File: config.mk
export PLATFORM = sky130hd
export DESIGN_NAME = byte_mux_serializer
export DESIGN_NICKNAME = d
export VERILOG_FILES = /design/src/rtl/byte_mux_serializer.sv
export SDC_FILE = /design/constraint.sdc
export NUM_CORES = 1
export LEC_CHECK = 0
export ABC_AREA = 1
export CAP_MARGIN = 10
export CORE_MARGIN = 4
export CORE_UTILIZATION = 43
export CTS_CLUSTER_SIZE = 24
export DETAILED_ROUTE_END_ITERATION = 8
export PLACE_DENSITY = 0.77
export SETUP_SLACK_MARGIN = 0.2
export SYNTH_ARGS = -nofsm -noshare
export SYNTH_HDL_FRONTEND = slang
export SYNTH_SLANG_ARGS = --single-unit
File: constraint.sdc
create_clock -name clk -period 1.9 [get_ports clk]
set_clock_uncertainty 0.1 [all_clocks]
set_input_delay 0.57 -clock clk [delete_from_list [all_inputs] [get_ports clk]]
set_output_delay 0.57 -clock clk [all_outputs]
set_load 0.01 [all_outputs]
File: src/rtl/byte_mux_serializer.sv
// ---------------------------------------------------------------------------
// byte_mux_serializer
//
// Feeds a downstream 8:1 mux stage. A byte accepted over a valid/ready
// handshake is presented on the mux data inputs. The 3-bit select is then
// stepped through all eight positions, holding each one for BIT_CYCLES clocks,
// so the mux output becomes a serial bit stream. Per-bit and per-frame strobes
// are produced for downstream consumers. Back-to-back frames run with no gap.
//
// Parameters:
//   BIT_CYCLES  clocks each select value is held (legal range 1..16)
//   MSB_FIRST   0: sel steps 0 -> 7, 1: sel steps 7 -> 0
//
// Ports:
//   clk          in   rising-edge clock
//   rst_n        in   asynchronous active-low reset
//   din[7:0]     in   byte to serialize
//   din_valid    in   din is valid
//   din_ready    out  a byte can be accepted this cycle
//   i_bus[7:0]   out  mux data inputs {I7..I0}
//   sel[2:0]     out  mux select {B2,B1,B0}
//   bit_valid    out  sel/i_bus present a live bit
//   frame_start  out  first cycle of the first bit of a frame
//   frame_end    out  last cycle of the last bit of a frame
//   o_fb         in   mux output fed back (used only by the error checker)
//   err_cnt[7:0] out  saturating feedback mismatch count
//   err_flag     out  sticky feedback mismatch flag
//
// Build option:
//   SER_ERRCHK_EN  when defined, o_fb is compared with i_bus[sel] on the last
//                  cycle of every live bit. When undefined, o_fb is ignored
//                  and err_cnt/err_flag are tied to zero.
// ---------------------------------------------------------------------------
module byte_mux_serializer #(
  parameter int BIT_CYCLES = 2,
  parameter bit MSB_FIRST  = 1'b0
) (
  input  logic       clk,
  input  logic       rst_n,
  input  logic [7:0] din,
  input  logic       din_valid,
  output logic       din_ready,
  output logic [7:0] i_bus,
  output logic [2:0] sel,
  output logic       bit_valid,
  output logic       frame_start,
  output logic       frame_end,
  input  logic       o_fb,
  output logic [7:0] err_cnt,
  output logic       err_flag
);

  // -------------------------------------------------------------------------
  // Configuration guard
  // -------------------------------------------------------------------------
  generate
    if ((BIT_CYCLES < 1) || (BIT_CYCLES > 16)) begin : g_bad_bit_cycles
      $error("byte_mux_serializer: BIT_CYCLES must be within 1..16");
    end
  endgenerate

  // -------------------------------------------------------------------------
  // Constants
  // -------------------------------------------------------------------------
  localparam logic [0:0] ST_IDLE  = 1'b0;
  localparam logic [0:0] ST_SHIFT = 1'b1;

  localparam logic [2:0] FIRST_SEL = MSB_FIRST ? 3'd7 : 3'd0;
  localparam logic [2:0] LAST_SEL  = MSB_FIRST ? 3'd0 : 3'd7;

  // A 4-bit counter covers the largest hold time of 16 cycles (0..15).
  localparam logic [3:0] LAST_CNT = 4'(BIT_CYCLES - 1);

  // -------------------------------------------------------------------------
  // State
  // -------------------------------------------------------------------------
  logic [0:0] state_reg, state_next;
  logic [3:0] cnt_reg,   cnt_next;
  logic [2:0] sel_reg,   sel_next;
  logic [7:0] i_bus_reg, i_bus_next;

  logic       is_shift;
  logic       bit_last;
  logic       frame_last;
  logic       accept;
  logic [2:0] sel_step;

  assign is_shift   = (state_reg == ST_SHIFT);
  // Final clock of the bit currently on the mux.
  assign bit_last   = is_shift && (cnt_reg == LAST_CNT);
  // Final clock of the whole frame; this is also the reload window that lets
  // the next byte follow without a gap.
  assign frame_last = bit_last && (sel_reg == LAST_SEL);

  assign din_ready  = !is_shift || frame_last;
  assign accept     = din_valid && din_ready;

  assign sel_step   = MSB_FIRST ? (sel_reg - 3'd1) : (sel_reg + 3'd1);

  // -------------------------------------------------------------------------
  // Next-state logic
  //
  // An accept can only happen in IDLE or on frame_last, so it takes priority
  // over ordinary stepping: both cases load the byte and restart at FIRST.
  // -------------------------------------------------------------------------
  always_comb begin
    state_next = state_reg;
    cnt_next   = cnt_reg;
    sel_next   = sel_reg;
    i_bus_next = i_bus_reg;

    if (accept) begin
      state_next = ST_SHIFT;
      i_bus_next = din;
      sel_next   = FIRST_SEL;
      cnt_next   = 4'd0;
    end else if (is_shift) begin
      if (bit_last) begin
        cnt_next = 4'd0;
        if (sel_reg == LAST_SEL) begin
          // Frame done with nothing queued: park sel at FIRST in IDLE.
          state_next = ST_IDLE;
          sel_next   = FIRST_SEL;
        end else begin
          sel_next = sel_step;
        end
      end else begin
        cnt_next = cnt_reg + 4'd1;
      end
    end
  end

  always_ff @(posedge clk or negedge rst_n) begin
    if (!rst_n) begin
      state_reg <= ST_IDLE;
      cnt_reg   <= 4'd0;
      sel_reg   <= FIRST_SEL;
      i_bus_reg <= 8'h00;
    end else begin
      state_reg <= state_next;
      cnt_reg   <= cnt_next;
      sel_reg   <= sel_next;
      i_bus_reg <= i_bus_next;
    end
  end

  // -------------------------------------------------------------------------
  // Outputs
  //
  // The strobes are decoded from registered state, so they drop together with
  // the state on an asynchronous reset and a frame cut short never shows
  // frame_end.
  // -------------------------------------------------------------------------
  assign i_bus       = i_bus_reg;
  assign sel         = sel_reg;
  assign bit_valid   = is_shift;
  assign frame_start = is_shift && (sel_reg == FIRST_SEL) && (cnt_reg == 4'd0);
  assign frame_end   = frame_last;

  // -------------------------------------------------------------------------
  // Feedback checker
  // -------------------------------------------------------------------------
`ifdef SER_ERRCHK_EN
  logic [7:0] sel_onehot;
  logic       expected_bit;
  logic       mismatch;
  logic [7:0] err_cnt_reg,  err_cnt_next;
  logic       err_flag_reg, err_flag_next;

  // One-hot select decode mirrors what the external mux does with B2..B0.
  for (genvar gi = 0; gi < 8; gi++) begin : g_sel_decode
    assign sel_onehot[gi] = (sel_reg == 3'(gi));
  end

  assign expected_bit = |(sel_onehot & i_bus_reg);
  // Compare late in the bit so the loop through the mux has settled.
  assign mismatch     = bit_last && (o_fb != expected_bit);

  always_comb begin
    err_cnt_next  = err_cnt_reg;
    err_flag_next = err_flag_reg;
    if (mismatch) begin
      err_flag_next = 1'b1;
      if (err_cnt_reg != 8'hFF) begin
        err_cnt_next = err_cnt_reg + 8'd1;
      end
    end
  end

  always_ff @(posedge clk or negedge rst_n) begin
    if (!rst_n) begin
      err_cnt_reg  <= 8'd0;
      err_flag_reg <= 1'b0;
    end else begin
      err_cnt_reg  <= err_cnt_next;
      err_flag_reg <= err_flag_next;
    end
  end

  assign err_cnt  = err_cnt_reg;
  assign err_flag = err_flag_reg;
`else
  // Without the checker the feedback input has no consumer.
  logic unused_fb;
  assign unused_fb = o_fb;

  assign err_cnt   = 8'd0;
  assign err_flag  = 1'b0;
`endif

endmodule

Yosys cells after proc, flatten, opt, wreduce, memory -nomap -nowiden
Index checks and enable logic that the tools add are counted.
- flip-flop bits (word level): 16
- bits of input ports: 12
- output and inout bits: 24
- word-level logic and storage cells: 31
- add/sub/neg operators: 2
- equality and inequality tests: 2
- mux-type cells: 11
- reduce and logical (&&, ||, !) cells: 12
- operators by type and width (kind ; count):
    $mux W3 ; 4
    $mux W4 ; 3
    $logic_and A1 B1 Y1 ; 5
    $add A4 B1 Y4 const B ; 1
    $eq A4 B1 Y1 const B ; 1
    $logic_not A4 Y1 ; 1
    $mux W1 ; 4
    $reduce_bool A2 Y1 ; 2
    $add A3 B1 Y3 const B ; 1
    $eq A3 B3 Y1 const B ; 1
    $logic_not A3 Y1 ; 1
    $reduce_and A2 Y1 ; 1
    $logic_not A1 Y1 ; 1
    $logic_or A1 B1 Y1 ; 1

Longest topological paths before layout
Gate-level depths: netlist of run 1.
- word-level depth: 7
- mapped depth: 10
- mapped depth without buffers: 9

Least setup slack after synthesis of run 1
No wires, ideal clock.
- kind: register to output
- from: register sel_reg[0], in the netlist sel[0]
- to: output port din_ready
- arrival time: 1136 ps
- path slack: 94 ps
- cell stages (with the launch flop): 6
- path buffers: 1
- cell sequence: dfrtp_1 ha_1 ha_1 nand3_2 nand2_1 buf_4
- word-level cells in the longest chain between the ends: 3
- ends and longest elaborated chain (element ; RTL line ; RTL):
    start, declared ; 79 ; logic [2:0] sel_reg, sel_next;
    start signal, assigned ; 142 ; sel_reg <= sel_next;
    $eq A3 B3 Y1 ; 93 ; assign frame_last = bit_last && (sel_reg == LAST_SEL);
    $logic_and A1 B1 Y1 ; 93 ;
    $logic_or A1 B1 Y1 ; 95 ; assign din_ready = !is_shift || frame_last;
    end, declared ; 42 ; output logic din_ready,
Every way passes these cells.

Final worst setup path of run 1
- from: register sel_reg[1], in the netlist sel[1]
- to: output port din_ready
Same word-level chain as after synthesis.

==> impl_metrics.xml, run 1 <==
<?xml version="1.0" encoding="UTF-8"?>
<metrics>
  <group name="place">
    <metric name="hpwl" unit="mm">1.63</metric>
    <metric name="dpl-instance-area" unit="um2">1270</metric>
    <metric name="dp.cells" unit="">180</metric>
    <metric name="buffer_ports.inserted" unit="">25</metric>
    <metric name="finalWeightedCongestion" unit="">0.810</metric>
  </group>
  <group name="cells_and_area">
    <metric name="area.sequential" unit="um2">402</metric>
    <metric name="area_growth_syn_to_layout" unit="%">42.1</metric>
    <metric name="final_net_count" unit="">178</metric>
    <metric name="flip_flop_count_of_the_largest_register_after_layout" unit="">8</metric>
    <metric name="final_cell_count_no_fill" unit="">186</metric>
    <metric name="area_taken_by_multi_input_logic_gates" unit="um2">454</metric>
    <metric name="layout-drive-gt1-share" unit="%">25.2</metric>
    <metric name="num_antenna_cells" unit="">0</metric>
    <metric name="final.fill_count" unit="">184</metric>
    <metric name="fin_area" unit="um2">1320</metric>
  </group>
  <group name="global_routing">
    <metric name="grt_antenna_before_repair" unit="">0</metric>
    <metric name="gr-usage-all-layers" unit="%">16.6</metric>
    <metric name="global_route_wire_length_before_repair" unit="mm">3.57</metric>
    <metric name="via_count_of_the_first_global_routing_pass" unit="">868</metric>
    <metric name="overflow" unit="">0</metric>
    <metric name="grt_start_max_net_pins" unit="">17</metric>
  </group>
  <group name="sta">
    <metric name="drv_slew" unit="">0</metric>
    <metric name="fin_crit_sh" unit="%">105</metric>
    <metric name="final.min_clock_period" unit="ns">2.00</metric>
    <metric name="rsz0062_at_grt" unit="">yes</metric>
    <metric name="hold_viol_final" unit="">0</metric>
    <metric name="finalWorstSetupSlack" unit="ns">-0.102</metric>
    <metric name="max_freq" unit="GHz">0.499</metric>
    <metric name="setup_viol_count_final" unit="">3</metric>
  </group>
  <group name="floorplanning">
    <metric name="die_x" unit="um">54.5</metric>
    <metric name="num_rows" unit="">16</metric>
    <metric name="die_y" unit="um">54.5</metric>
    <metric name="ios" unit="">36</metric>
    <metric name="initial_core_util" unit="%">46.4</metric>
    <metric name="floorplan.die_area" unit="um2">2970</metric>
    <metric name="core_area" unit="um2">2000</metric>
  </group>
  <group name="drt">
    <metric name="highest-signal-layer" unit="">met4</metric>
    <metric name="drt-met1-wl" unit="um">856</metric>
    <metric name="detail_route.iter0.violations" unit="">3</metric>
    <metric name="vias" unit="">821</metric>
    <metric name="drc" unit="">0</metric>
    <metric name="drt_pass1_iterations" unit="">2</metric>
    <metric name="post_drt_via_cell_ratio" unit="">4.41</metric>
    <metric name="ant_nets" unit="">0</metric>
    <metric name="wl_per_cell" unit="um">11.0</metric>
    <metric name="met3WireLength" unit="um">132</metric>
    <metric name="route.met2.wl" unit="mm">1.06</metric>
    <metric name="final_wirelength" unit="mm">2.05</metric>
  </group>
  <group name="clocking">
    <metric name="cts_tree" unit="">yes</metric>
    <metric name="clock_path_buffers" unit="">2</metric>
    <metric name="htree_num_levels" unit="">1</metric>
    <metric name="clk_latency" unit="ns">0.28</metric>
    <metric name="cts_root_buf" unit="">sky130_fd_sc_hd__clkbuf_4</metric>
    <metric name="numClockSinks" unit="">16</metric>
    <metric name="cts_made_buffers" unit="">3</metric>
    <metric name="path_clk_slew" unit="ns">0.10</metric>
    <metric name="ctsHoldBuffers" unit="">0</metric>
  </group>
  <group name="power_and_ir_drop">
    <metric name="power" unit="uW">1810</metric>
    <metric name="p_leak" unit="uW">0.000746</metric>
    <metric name="peakVddDrop" unit="mV">0.772</metric>
    <metric name="power_per_cell_area" unit="nW/um2">1370</metric>
  </group>
  <group name="job">
    <metric name="maxCapViolations" unit="">0</metric>
  </group>
  <group name="synth">
    <metric name="syn-mean-instance-area" unit="um2">7.88</metric>
    <metric name="syn_std_cell_area" unit="um2">930</metric>
    <metric name="synth.distinct_cells" unit="">18</metric>
    <metric name="number_of_synthesized_register_bits" unit="">16</metric>
    <metric name="syn_inst" unit="">118</metric>
    <metric name="ys_seq_area_share" unit="%">43.1</metric>
    <metric name="synthesis.yosys.warnings" unit="">0</metric>
  </group>
  <group name="worst_setup_path">
    <metric name="timing_worst_setup_path_type" unit="">reg2out</metric>
    <metric name="critical_path.max_fanout" unit="">3</metric>
    <metric name="critical_path_capture_point_type" unit="">output port</metric>
    <metric name="critical_path_arrival" unit="ns">1.33</metric>
    <metric name="required" unit="ns">1.23</metric>
    <metric name="worstSetupStartpointType" unit="">register</metric>
  </group>
  <group name="status">
    <metric name="run_status" unit="">complete, but fails checks</metric>
    <metric name="violations" unit="">negative setup slack</metric>
  </group>
  <group name="worst_hold_path">
    <metric name="hp-class" unit="">reg2reg</metric>
  </group>
</metrics>
-- layout make-up --
cell class / instances / area share [%]
clock buffers: 4 / 2.75
inverters: 15 / 4.36
multi-input cells: 83 / 34.4
flip-flops and latches: 16 / 30.4
well taps: 27 / 2.56
repair buffers: 41 / 25.6
-- repair_timing --
action                                  4_1_cts  5_1_grt
cloned                                        0        0
endpoints found under the setup margin       15       20
buffers inserted                              0        2
pin swaps                                     1        3
gates resized for setup                      37        9
hold endpoints to repair                      0        0
-- critical path, stage by stage, from the launching register on --
cell and delay (ns):
sky130_fd_sc_hd__dfrtp_1 0.42, sky130_fd_sc_hd__ha_2 0.21, sky130_fd_sc_hd__ha_4 0.16, sky130_fd_sc_hd__nand3_4 0.10
sky130_fd_sc_hd__nand2_4 0.06, sky130_fd_sc_hd__buf_6 0.11
-- per-layer routing --
metal,GRT usage (%),vias to the layer above
met5,0,-
met4,4.56,0
met3,4.90,2
met2,28.9,23
met1,19.6,370
li1,-,426
-- power breakdown --
group	switching [uW]	leakage [uW]	internal, uW	total (uW)
Combinational	499	0.000531	473	972
Clock	109	0.0000210	116	226
Sequential	108	0.000194	501	609
-- logic make-up after synthesis --
kind of cell             Yosys count  synth area share [%]
other                              1                 0.403
buffers and inverters             27                  16.2
flip-flops                        16                  43.1
AO/OA/AOI/OAI                      5                  3.50
adder cells (fa/ha/maj)            6                  8.08
XOR/XNOR                           1                 0.942
AND/OR/NAND/NOR                   62                  27.9
-- through the flow --
stage	hold slack, ns	utilization, %	setup slack, ns	setup TNS [ns]
6_report	0.382	66.0	-0.102	-0.276
5_1_grt	0.424	66.0	-0.211	-0.538
4_1_cts	0.384	64.8	-0.0948	-0.229
3_5_place_dp	0.364	63.7	-0.200	-0.575
3_3_place_gp	0.356	63.7	-0.183	-0.507
2_1_floorplan	0.174	-	0.188	0
-- cells in the final DEF, fill, tap and decap left out, types with 2 or more instances in the layout --
master and count:
sky130_fd_sc_hd__nand4_1 2, sky130_fd_sc_hd__inv_2 3, sky130_fd_sc_hd__nor2_1 6, sky130_fd_sc_hd__dfrtp_1 15, sky130_fd_sc_hd__buf_6 2, sky130_fd_sc_hd__clkbuf_4 3
sky130_fd_sc_hd__ha_2 2, sky130_fd_sc_hd__o211ai_1 2, sky130_fd_sc_hd__o21ai_0 2, sky130_fd_sc_hd__buf_4 16, sky130_fd_sc_hd__clkdlybuf4s50_1 10, sky130_fd_sc_hd__conb_1 9
sky130_fd_sc_hd__nand2_4 2, sky130_fd_sc_hd__nand2_1 40, sky130_fd_sc_hd__inv_1 11, sky130_fd_sc_hd__clkbuf_2 2, sky130_fd_sc_hd__dlygate4sd2_1 8, sky130_fd_sc_hd__nand3_1 9
sky130_fd_sc_hd__ha_1 3, sky130_fd_sc_hd__buf_2 3
-- worst paths after layout --
check                           startpoint   endpoint  slack, ns  cells past startpoint
worst max-delay path                sel[1]  din_ready      -0.10                      5
worst min-delay path              i_bus[1]   i_bus[1]       0.38                      2
worst max register to register      sel[0]   i_bus[2]       0.35                      8
worst min register to register    i_bus[1]   i_bus[1]       0.38                      2
max in group asynchronous            rst_n     sel[2]       1.01                      2
min in group asynchronous            rst_n   i_bus[6]       0.49                      2
-- cells in the mapped netlist, drive strengths merged --
cell type	number	area share (%)
nand2	42	17
conb	1	0.40
clkinv	1	0.40
xnor2	1	0.94
a21boi	1	0.81
dfrtp	16	43
nand3	10	5.9
buf	12	10
nand4	2	1.3
inv	14	5.7
o21ai	2	1.1
nor2	7	2.8
ha	6	8.1
o211ai	2	1.6
nor3	1	0.54
Note: power is estimated with default switching activity, not from simulation.
==> run 2, diff against run 1 <==
--- a/config.mk
+++ b/config.mk
@@ -8,10 +8,11 @@
 export ABC_AREA = 1
 export CAP_MARGIN = 10
 export CORE_MARGIN = 4
-export CORE_UTILIZATION = 43
+export CORE_UTILIZATION = 45
+export CTS_BUF_LIST = sky130_fd_sc_hd__clkbuf_4
 export CTS_CLUSTER_SIZE = 24
 export DETAILED_ROUTE_END_ITERATION = 8
-export PLACE_DENSITY = 0.77
+export PLACE_DENSITY = 0.8
 export SETUP_SLACK_MARGIN = 0.2
 export SYNTH_ARGS = -nofsm -noshare
 export SYNTH_HDL_FRONTEND = slang
==> run 2 against run 1 <==
The flow still finishes with violations (negative setup slack); sequential cell count unchanged; final area about the same; global-route usage up 1.4 points; clock power down 16%; largest power group unchanged; cell count up 1.1%; non-clock buffer count up 2; register-to-register slack worse by 0.03 ns; utilization up 1.3 points; sequential share of layout area down 0.066 points; count of clock-buffer cells in the layout down 1; hold slack worse by 0.0082 ns.
==> impl_metrics.xml, run 2 (synthesis gave the netlist of run 1 again) <==
<?xml version="1.0" encoding="UTF-8"?>
<metrics>
  <group name="status">
    <metric name="run_status" unit="">complete, but fails checks</metric>
    <metric name="violations" unit="">negative setup slack</metric>
  </group>
  <group name="worst_setup_path">
    <metric name="critical_path_arrival" unit="ns">1.35</metric>
    <metric name="worst_path_max_delay_cell" unit="">sky130_fd_sc_hd__dfrtp_1</metric>
    <metric name="critical_path.cell_chain" unit="">ha_2 &gt; ha_4 &gt; nand3_2 &gt; nand2_2 &gt; buf_6</metric>
    <metric name="worstSetupStartpointType" unit="">register</metric>
    <metric name="critical_path.max_fanout" unit="">3</metric>
    <metric name="required" unit="ns">1.23</metric>
    <metric name="timing_worst_setup_path_type" unit="">reg2out</metric>
    <metric name="critical_path_capture_point_type" unit="">output port</metric>
    <metric name="max_stage_delay" unit="ns">0.41</metric>
  </group>
  <group name="clocking">
    <metric name="numClockSinks" unit="">16</metric>
    <metric name="cts_tree" unit="">yes</metric>
    <metric name="cts_root_buf" unit="">sky130_fd_sc_hd__clkbuf_4</metric>
    <metric name="path_clk_slew" unit="ns">0.10</metric>
    <metric name="htree_num_levels" unit="">1</metric>
    <metric name="clk_latency" unit="ns">0.29</metric>
    <metric name="clock_path_buffers" unit="">2</metric>
    <metric name="cts_made_buffers" unit="">3</metric>
    <metric name="ctsHoldBuffers" unit="">0</metric>
  </group>
  <group name="drt">
    <metric name="detail_route.iter0.violations" unit="">15</metric>
    <metric name="drc" unit="">0</metric>
    <metric name="drt_pass1_iterations" unit="">4</metric>
    <metric name="vias" unit="">858</metric>
    <metric name="wl_per_cell" unit="um">11.8</metric>
    <metric name="final_wirelength" unit="mm">2.22</metric>
    <metric name="ant_nets" unit="">0</metric>
    <metric name="post_drt_via_cell_ratio" unit="">4.56</metric>
  </group>
  <group name="sta">
    <metric name="hold_viol_final" unit="">0</metric>
    <metric name="worst_hold_slack" unit="ns">0.374</metric>
    <metric name="max_freq" unit="GHz">0.496</metric>
    <metric name="final.min_clock_period" unit="ns">2.02</metric>
    <metric name="rsz0062_at_grt" unit="">yes</metric>
    <metric name="setup_viol_count_final" unit="">3</metric>
    <metric name="fin_crit_sh" unit="%">106</metric>
    <metric name="drv_slew" unit="">0</metric>
    <metric name="finalWorstSetupSlack" unit="ns">-0.117</metric>
    <metric name="finalSetupTns" unit="ns">-0.281</metric>
  </group>
  <group name="place">
    <metric name="buffer_ports.inserted" unit="">25</metric>
    <metric name="finalWeightedCongestion" unit="">0.820</metric>
    <metric name="hpwl" unit="mm">1.68</metric>
    <metric name="pre_cts_slack" unit="ns">-0.224</metric>
    <metric name="dp.cells" unit="">178</metric>
  </group>
  <group name="floorplanning">
    <metric name="floorplan.die_area" unit="um2">2860</metric>
    <metric name="num_rows" unit="">16</metric>
    <metric name="die_y" unit="um">53.5</metric>
    <metric name="initial_core_util" unit="%">47.4</metric>
    <metric name="die_x" unit="um">53.5</metric>
    <metric name="ios" unit="">36</metric>
    <metric name="core_area" unit="um2">1960</metric>
  </group>
  <group name="cells_and_area">
    <metric name="final.fill_count" unit="">177</metric>
    <metric name="num_antenna_cells" unit="">0</metric>
    <metric name="mostFrequentLayoutCell" unit="">sky130_fd_sc_hd__nand2_1</metric>
    <metric name="area_taken_by_multi_input_logic_gates" unit="um2">439</metric>
    <metric name="final_cell_count_no_fill" unit="">188</metric>
    <metric name="flip_flop_count_of_the_largest_register_after_layout" unit="">8</metric>
    <metric name="layout-drive-gt1-share" unit="%">22.4</metric>
    <metric name="area.sequential" unit="um2">400</metric>
    <metric name="final_net_count" unit="">180</metric>
    <metric name="area_growth_syn_to_layout" unit="%">42.0</metric>
    <metric name="final_cell_mix" unit="">sky130_fd_sc_hd__nand2_1, sky130_fd_sc_hd__dfrtp_1, sky130_fd_sc_hd__buf_4</metric>
  </group>
  <group name="global_routing">
    <metric name="global_route.peak_usage_layer" unit="">met2</metric>
    <metric name="via_count_of_the_first_global_routing_pass" unit="">895</metric>
    <metric name="grt.met2_usage" unit="%">31.8</metric>
    <metric name="grt_antenna_before_repair" unit="">0</metric>
    <metric name="grtUsageMet3" unit="%">2.82</metric>
    <metric name="grt_start_max_net_pins" unit="">17</metric>
    <metric name="gr-usage-all-layers" unit="%">17.9</metric>
    <metric name="met1_usage" unit="%">21.0</metric>
    <metric name="global_route_wire_length_before_repair" unit="mm">3.75</metric>
    <metric name="overflow" unit="">0</metric>
  </group>
  <group name="power_and_ir_drop">
    <metric name="p_leak" unit="uW">0.000756</metric>
    <metric name="power_per_cell_area" unit="nW/um2">1380</metric>
    <metric name="peakVddDrop" unit="mV">0.859</metric>
  </group>
  <group name="job">
    <metric name="maxCapViolations" unit="">0</metric>
  </group>
  <group name="worst_hold_path">
    <metric name="hp-class" unit="">reg2reg</metric>
  </group>
</metrics>
==> run 2: layout make-up <==
| class | count | area share (%) |
|---|---|---|
| multi-input combinational | 83 | 33.3 |
| sequential | 16 | 30.3 |
| timing repair buffer | 43 | 27.6 |
| clock buffer | 3 | 1.71 |
| clock inverter | 1 | 0.284 |
| tap | 27 | 2.56 |
| inverter | 15 | 4.27 |
==> run 2: worst paths after layout <==
path / startpoint / end / slack (ns) / depth (start not counted)
setup reg to reg: sel[1] / cnt_reg[3] / 0.32 / 8
hold reg to reg: i_bus[7] / i_bus[7] / 0.37 / 2
max in group asynchronous: rst_n / i_bus[6] / 1.01 / 2
hold / removal: i_bus[7] / i_bus[7] / 0.37 / 2
setup / recovery: sel[1] / din_ready / -0.12 / 5
min in group asynchronous: rst_n / sel[1] / 0.50 / 2
==> run 2: layer usage <==
layer | routed length (um) | share of wire, %
met1 | 924 | 42
met2 | 1190 | 54
met3 | 104 | 4.7
met4 | 0 | 0
met5 | 0 | 0
==> run 2: metrics by stage <==
stage	util, %	power, uW	instance area, um2
finish	67.3	1830	1320
global route	67.3	2000	1320
CTS	66.2	1810	1300
detailed placement	64.2	1620	1260
global placement	64.2	1560	1260
floorplan	-	1100	983
==> run 2: power by group <==
group / leakage, uW / switching, uW / total (uW) / internal (uW)
registers: 0.000195 / 87.9 / 586 / 498
logic: 0.000545 / 528 / 1050 / 524
clock network: 0.0000154 / 113 / 189 / 76.3
total: 0.000756 / 728 / 1830 / 1100
==> run 2: critical path: cells and delay by family, from the launching register on <==
family                   cells  cell delay, ns
flip-flops                   1            0.41
adder cells (fa/ha/maj)      2            0.37
AND/OR/NAND/NOR              2            0.16
buffers and inverters        1            0.12
==> run 2: what timing repair did <==
action | in CTS | in global routing
pin swaps | 0 | 2
endpoints found under the setup margin | 15 | 19
buffers inserted | 4 | 2
gates cloned | 0 | 0
gates resized for setup | 35 | 5
